==> config.mk <==
export PLATFORM = sky130hd
export DESIGN_NAME = inst_fetch
export DESIGN_NICKNAME = d
export VERILOG_FILES = /design/src/rtl/inst_fetch.sv
export SDC_FILE = /design/constraint.sdc
export NUM_CORES = 1
export LEC_CHECK = 0
export CAP_MARGIN = 20
export CORE_ASPECT_RATIO = 1.5
export CORE_MARGIN = 1.5
export CORE_UTILIZATION = 40
export DETAILED_ROUTE_END_ITERATION = 7
export GPL_ROUTABILITY_DRIVEN = 1
export MAX_ROUTING_LAYER = met4
export PLACE_DENSITY = 0.75
export SYNTH_ARGS = -nofsm -noshare
export SYNTH_HDL_FRONTEND = slang
export SYNTH_SLANG_ARGS = --single-unit
==> constraint.sdc <==
create_clock -name clk -period 2.39 [get_ports clk]
set_input_delay 0.5975 -clock clk [delete_from_list [all_inputs] [get_ports clk]]
set_output_delay 0.5975 -clock clk [all_outputs]
set_load 0.05 [all_outputs]
==> src/rtl/inst_fetch.sv <==
// Instruction fetch unit: owns the PC, runs a req/ack read of instruction memory and
// hands one instruction at a time to decode, with branch flush and halt support.
module inst_fetch #(
    parameter int INST_ADDR_WIDTH = 16,
    parameter int INST_WIDTH      = 16,
    parameter logic [INST_ADDR_WIDTH-1:0] RESET_PC = '0
) (
    input  logic                       clk,
    input  logic                       rst_n,
    output logic [INST_ADDR_WIDTH-1:0] pc_out,
    input  logic [INST_ADDR_WIDTH-1:0] pc_next,
    input  logic                       flush,
    input  logic                       halt,
    output logic                       imem_req,
    output logic [INST_ADDR_WIDTH-1:0] imem_addr,
    input  logic                       imem_ack,
    input  logic [INST_WIDTH-1:0]      imem_rdata,
    output logic                       if_valid,
    input  logic                       if_ready,
    output logic [INST_WIDTH-1:0]      if_inst,
    output logic [INST_ADDR_WIDTH-1:0] if_pc,
    output logic [2:0]                 fsm_state
);

    // Handshakes: imem_req stays high with imem_addr stable until the edge where imem_ack
    // is sampled high; if_valid stays high with if_inst/if_pc stable until the edge where
    // if_valid & if_ready is sampled high. All outputs are registered, so neither imem_req
    // nor if_valid depends combinationally on imem_ack or if_ready.
    typedef enum logic [2:0] {
        IDLE    = 3'd0,
        FETCH   = 3'd1,
        WAIT    = 3'd2,
        DISCARD = 3'd3,
        HALTED  = 3'd4
    } state_t;

    state_t state;

    assign fsm_state = state;

    always_ff @(posedge clk) begin
        if (!rst_n) begin
            state     <= IDLE;
            pc_out    <= RESET_PC;
            imem_req  <= 1'b0;
            imem_addr <= RESET_PC;
            if_valid  <= 1'b0;
            if_inst   <= '0;
            if_pc     <= '0;
        end else begin
            case (state)
                IDLE: begin
                    if (halt) begin
                        state <= HALTED;
                    end else begin
                        state     <= FETCH;
                        imem_req  <= 1'b1;
                        imem_addr <= pc_out;
                    end
                end

                FETCH: begin
                    if (flush) begin
                        pc_out   <= pc_next;
                        if_valid <= 1'b0;
                        if (imem_ack) begin
                            // Read finished in the flush cycle: drop it and restart at the target.
                            if (halt) begin
                                state    <= HALTED;
                                imem_req <= 1'b0;
                            end else begin
                                imem_addr <= pc_next;
                            end
                        end else begin
                            state <= DISCARD;
                        end
                    end else if (imem_ack) begin
                        if_inst  <= imem_rdata;
                        if_pc    <= imem_addr;
                        if_valid <= 1'b1;
                        pc_out   <= pc_next;
                        imem_req <= 1'b0;
                        state    <= WAIT;
                    end
                end

                WAIT: begin
                    if (flush || if_ready) begin
                        if_valid <= 1'b0;
                        if (flush) pc_out <= pc_next;
                        if (halt) begin
                            state <= HALTED;
                        end else begin
                            state     <= FETCH;
                            imem_req  <= 1'b1;
                            imem_addr <= flush ? pc_next : pc_out;
                        end
                    end
                end

                DISCARD: begin
                    // Abandoned read stays on the bus until the memory acknowledges it.
                    if (flush) pc_out <= pc_next;
                    if (imem_ack) begin
                        if (halt) begin
                            state    <= HALTED;
                            imem_req <= 1'b0;
                        end else begin
                            state     <= FETCH;
                            imem_addr <= flush ? pc_next : pc_out;
                        end
                    end
                end

                HALTED: begin
                    if (flush) begin
                        pc_out   <= pc_next;
                        if_valid <= 1'b0;
                    end
                    if (!halt) begin
                        state     <= FETCH;
                        imem_req  <= 1'b1;
                        imem_addr <= flush ? pc_next : pc_out;
                    end
                end

                default: begin
                    state    <= IDLE;
                    imem_req <= 1'b0;
                    if_valid <= 1'b0;
                end
            endcase
        end
    end

endmodule

## Yosys cells after proc, flatten, opt, wreduce, memory -nomap -nowiden

Cells that the tools add are included.

| operators by class | value |
|---|---|
| $add $sub $neg | 0 |
| $mul | 0 |
| div/mod/pow operators | 0 |
| magnitude comparators | 0 |
| equal/unequal tests | 14 |
| shifts and indexed selects | 0 |
| muxes and demuxes | 34 |
| bitwise operators | 2 |
| reductions and logical operators | 13 |

Operator list:

| kind | count |
|---|---|
| $mux 16 | 11 |
| $pmux 16 s5 | 1 |
| $pmux 16 s3 | 1 |
| $mux 3 | 8 |
| $ne 2x2->1 const B | 8 |
| $pmux 3 s5 | 1 |
| $mux 1 | 10 |
| $pmux 1 s4 | 2 |
| $reduce_and 7->1 | 1 |
| $eq 3x2->1 const B | 2 |
| $reduce_and 3->1 | 2 |
| $reduce_or 2->1 | 3 |
| $reduce_and 5->1 | 1 |
| $reduce_bool 5->1 | 1 |
| $ne 4x4->1 const B | 1 |
| $reduce_and 4->1 | 1 |
| $eq 3x1->1 const B | 1 |
| $eq 3x3->1 const B | 1 |
| $logic_not 3->1 | 1 |
| $ne 3x3->1 const B | 1 |
| $reduce_bool 3->1 | 1 |
| $not 1->1 | 2 |
| $reduce_and 2->1 | 1 |
| $logic_or 1x1->1 | 1 |

| word-level totals | value |
|---|---|
| register bits after elaboration | 69 |
| latch bits | 0 |
| memory bits (writable) | 0 |
| ROM bits | 0 |
| input bits | 38 |
| output and inout bits | 69 |
| logic and storage cells | 70 |
| memories kept | 0 |

## Depth between registers and ports, before layout

| logic depth | value |
|---|---|
| word-level depth | 4 |
| depth in mapped cells | 8 |
| mapped depth without buffers | 5 |

## Worst setup path after synthesis

Ideal clock, no wire load.

| timing | value |
|---|---|
| kind | reg-to-reg |
| start | reg state[1] (netlist: fsm_state[1]) |
| end | reg pc_out[4] |
| library setup time | 118 ps |
| arrival time | 1769 ps |
| data required time | 2272 ps |
| slack | 504 ps |
| stages on the path, launching flop included | 7 |
| buffers on the path | 2 |
| clock period less this slack | 1886 ps |
| cells stage by stage | dfxtp_1 buf_6 nor2_4 o31ai_4 buf_8 mux2i_1 nor2b_1 |

| on the way | value |
|---|---|
| word-level cells in the longest chain between the ends | 4 |
| elaborated cells on any way between the ends | 10 |
| those cells by class | eq/ne (6); mux (1); reduce/logical (3) |

RTL lines:

| element | RTL line | source |
|---|---|---|
| start: declaration | 37 | `state_t state;` |
| start signal: assignment | 43 | `state <= IDLE;` |
| start signal: assignment | 54 | `state <= HALTED;` |
| start signal: assignment | 56 | `state <= FETCH;` |
| $eq 3x3->1 or $eq 3x2->1 (tied branches) | 51 | `case (state)` |
| $reduce_or 2->1 (no source line) | -- |  |
| $reduce_bool 3->1 (no source line) | -- |  |
| $reduce_and 3->1 (no source line) | -- |  |
| end signal: assignment | 64 | `pc_out <= pc_next;` |
| end signal: assignment | 81 | `pc_out <= pc_next;` |
| end signal: assignment | 90 | `if (flush) pc_out <= pc_next;` |
| end: declaration | 10 | `output logic [INST_ADDR_WIDTH-1:0] pc_out,` |

Parallel ways exist; a longest one is shown, timed or not.
A chain may end at the register's enable or synchronous reset.

## Final worst setup path

| timing | value |
|---|---|
| start | reg pc_out[15] |
| end | out pc_out[15] |

No word-level cell between the ends.

==> key figures <==
Outcome
  – Status: finished, final reports clean

Timing
  – Setup TNS: 0 ns
  – Final Skew: roughly 0.0030 ns
  – Slew of the pin with the lowest slew margin: ~0.66 ns
  – Fin crit period: 2.21 ns
  – Slew HR: 0.561
  – WHS: 0.454 ns
  – Final max-slew violation count: 0
  – Fmax: around 0.45 GHz
  – Final Hold Vio Count: 0
  – RSZ-0062 raised after global routing: false
  – Final setup viols: 0
  – Final period util: 0.927
  – Setup WS post-layout: 0.175 ns

Finish
  – Commonest cells after routing, fill and taps aside: clkdlybuf4s50_1, nand2_1, dfxtp_1, mux2i_1, a21boi_0
  – Share of cells above drive strength 1: 0.0832
  – Area Growth Syn to Fin: 41.4%
  – Commonest non-fill, non-tap cell in the layout: clkdlybuf4s50_1
  – Final net count: between 500 and 600
  – # diodes: 0

Synth
  – Avg Inst Size Synth: 8.50 um2
  – Share of flip-flops with an asynchronous set or reset: 0
  – Synth area leader: dfxtp_1
  – Total nets after synthesis: 454
  – Number of synthesized flops with an enable pin: 0
  – Post-synthesis cell count: around 420
  – Synth cell types: 46
  – Area contributors post-synth: dfxtp_1, mux2i_1, nand2_1
  – Synth warn: 0
  – Share of the synthesized area in the top cell type: 0.391
  – Sequential share of the synthesized area: 0.391
  – Top FF cell, synth: dfxtp_1
  – Synth Register Bits: 69
  – Cell area after synthesis: roughly 3500 um2

Power and ir drop
  – Pwr per Cell Area: roughly 840 nW/um2
  – Combinational power share: 0.373
  – P_leak: roughly 1.8 nW
  – Maximum vdd drop: about 0.00052 V
  – Switch Pwr: about 1.5 mW
  – Clock power share: 0.291
  – Reg power frac: 0.336
  – Net Sw Frac: 0.365
  – Internal power: between 2 and 3 mW

Route
  – Via/cell ratio: about 5.5
  – Post-DRT Antenna Nets: 0
  – Vias: 3403
  – Drc violations: 0
  – Pre-Repair DR Iteration Count: 4
  – Routed wire length: roughly 10 mm
  – DR WL/cell: 15.8 um
  – 1st-iter DRT viols: between 300 and 400

Global route
  – Largest net degree at the start of global routing: 43
  – First-pass GRT wire length: 16.1 mm
  – Grt total ovfl: 0
  – Initial antenna violation count: 0
  – Vias in the first global route: 3295
  – Tot GR Track Use: 0.221

Worst setup path
  – CP required: approximately 1.8 ns
  – Arrival @ worst endpoint: about 1.6 ns
  – Crit path buffers/inverters: 1
  – R2R Path End: pc_out[5]
  – Crit path cell chain: clkdlybuf4s50_1
  – Worst Path Max Fanout: 6
  – Delay-heaviest family, CP: buffers and inverters
  – Setup CP Type: reg -> out
  – Reg2reg setup slack: 0.47 ns
  – R2R Path Start: fsm_state[1]
  – Critical Path Max Stage Delay: around 0.85 ns
  – Slowest CP cell: clkdlybuf4s50_1
  – Crit end category: output pin
  – Worst r2r path cells: 7
  – Startpoint Class: register

Clocking
  – Worst-skew pair later-pin latency: between 0.3 and 0.4 ns
  – Clock Path Buffers: 2
  – CTS buffer count: 9
  – Clock Root Buffer: clkbuf_16
  – CTS tree: yes
  – PostCTS Resize Cnt: 0
  – H-tree levels: 3
  – CTS sink cnt: between 60 and 70
  – Hold Buf Count CTS: 0
  – Reg clk slew, reported paths: around 0.050 ns
  – Post-CTS Repair Setup Buffers: 0

Floorplan
  – Die ar.: approximately 9400 um2
  – Die width: ~80 um
  – Core ar.: 8520 um2
  – Std-Cell Rows: slightly above 40
  – I/O Pins: between 100 and 150
  – Initial core utilization: 0.415
  – Die height: 118 um

Min path
  – Worst Hold Depth: 2
  – Hold wc startpoint: if_pc[4]
  – Hold Crit Class: reg -> reg
  – WHS Endpoint: if_pc[4]

Place
  – Port-buffer cells: 106
  – GP Congestion: roughly 0.91
  – DP HPWL: approximately 6.9 mm
  – Pre-CTS setup slack: approximately 0.058 ns

Job
  – Max-Cap Viols: 0
==> layer usage <==
| layer | GRT usage | vias up | part of all wire | wire length (um) |
|---|---|---|---|---|
| li1 | - | 1677 | - | - |
| met1 | 0.257 | 1603 | 0.43 | 4280 |
| met2 | 0.367 | 106 | 0.51 | 5000 |
| met3 | 0.0541 | 17 | 0.045 | 440 |
| met4 | 0.0765 | 0 | 0.016 | 162 |
| met5 | - | - | 0 | 0 |
==> worst max path at each step <==
| stage | from | to | slack [ns] | cells past startpoint |
|---|---|---|---|---|
| after floorplan | fsm_state[1] | pc_out[4] | 0.50 | 6 |
| after global placement | imem_ack | imem_req | 0.12 | 6 |
| after detailed placement | imem_ack | imem_req | 0.06 | 6 |
| after CTS | pc_out[15] | pc_out[15] | 0.17 | 1 |
| after global routing | pc_out[15] | pc_out[15] | 0.12 | 1 |
| final | pc_out[15] | pc_out[15] | 0.18 | 1 |
==> cell type report <==
type / instances / area, um2
Fill cell: 776 / 3510
Clock inverter: 1 / 5.00
Sequential cell: 69 / 1380
Inverter: 5 / 21.3
Clock buffer: 15 / 268
Multi-Input combinational cell: 302 / 1910
Timing Repair Buffer: 125 / 1280
Tap cell: 107 / 134
==> cells in the mapped netlist, types with 8 or more instances <==
master	instances
a21boi_0	25
dfxtp_1	69
nor2b_1	19
a21boi_1	10
a21oi_1	21
nor2_1	8
o21ai_0	15
a22oi_1	15
clkbuf_1	18
mux2i_1	33
o22ai_1	17
o21ai_1	17
buf_2	13
o22a_1	13
nand2_1	70
==> tightest hold or removal path, stage by stage (launching register included) <==
cell and delay [ns]:
dfxtp_1 0.31, nand2_1 0.05, a21boi_1 0.05
==> cell families (layout without fill, tap and decap cells) <==
family | after synthesis | in the layout | synth area share
AO/OA/AOI/OAI | 151 | 151 | 0.288
multiplexers | 33 | 33 | 0.0934
AND/OR/NAND/NOR | 118 | 118 | 0.157
flip-flops | 69 | 69 | 0.391
buffers and inverters | 45 | 146 | 0.0711
==> through the flow <==
step	total power, mW	utilization	cells	cell area [um2]
3_5_place_dp	2.99	0.555	608	4730
3_3_place_gp	2.96	0.555	608	4730
2_1_floorplan	2.49	-	416	3540
4_1_cts	4.23	0.587	624	5000
6_report	4.20	0.587	624	5000
5_1_grt	4.38	0.587	624	5000
==> state kept, by name, indices dropped and copies added (netlist names) <==
register   cells
if_inst       16
pc_out        16
if_valid       1
imem_req       1
fsm_state      3
if_pc         16
imem_addr     16
==> power by group through the flow <==
stage | Sequential, mW | Combinational (mW) | Clock [mW]
6_report | 1.41 | 1.57 | 1.22
5_1_grt | 1.43 | 1.66 | 1.29
4_1_cts | 1.41 | 1.57 | 1.25
3_5_place_dp | 1.43 | 1.56 | 0
3_3_place_gp | 1.43 | 1.54 | 0
2_1_floorplan | 1.78 | 0.719 | 0
No activity file was read; power rests on OpenSTA's default activity.
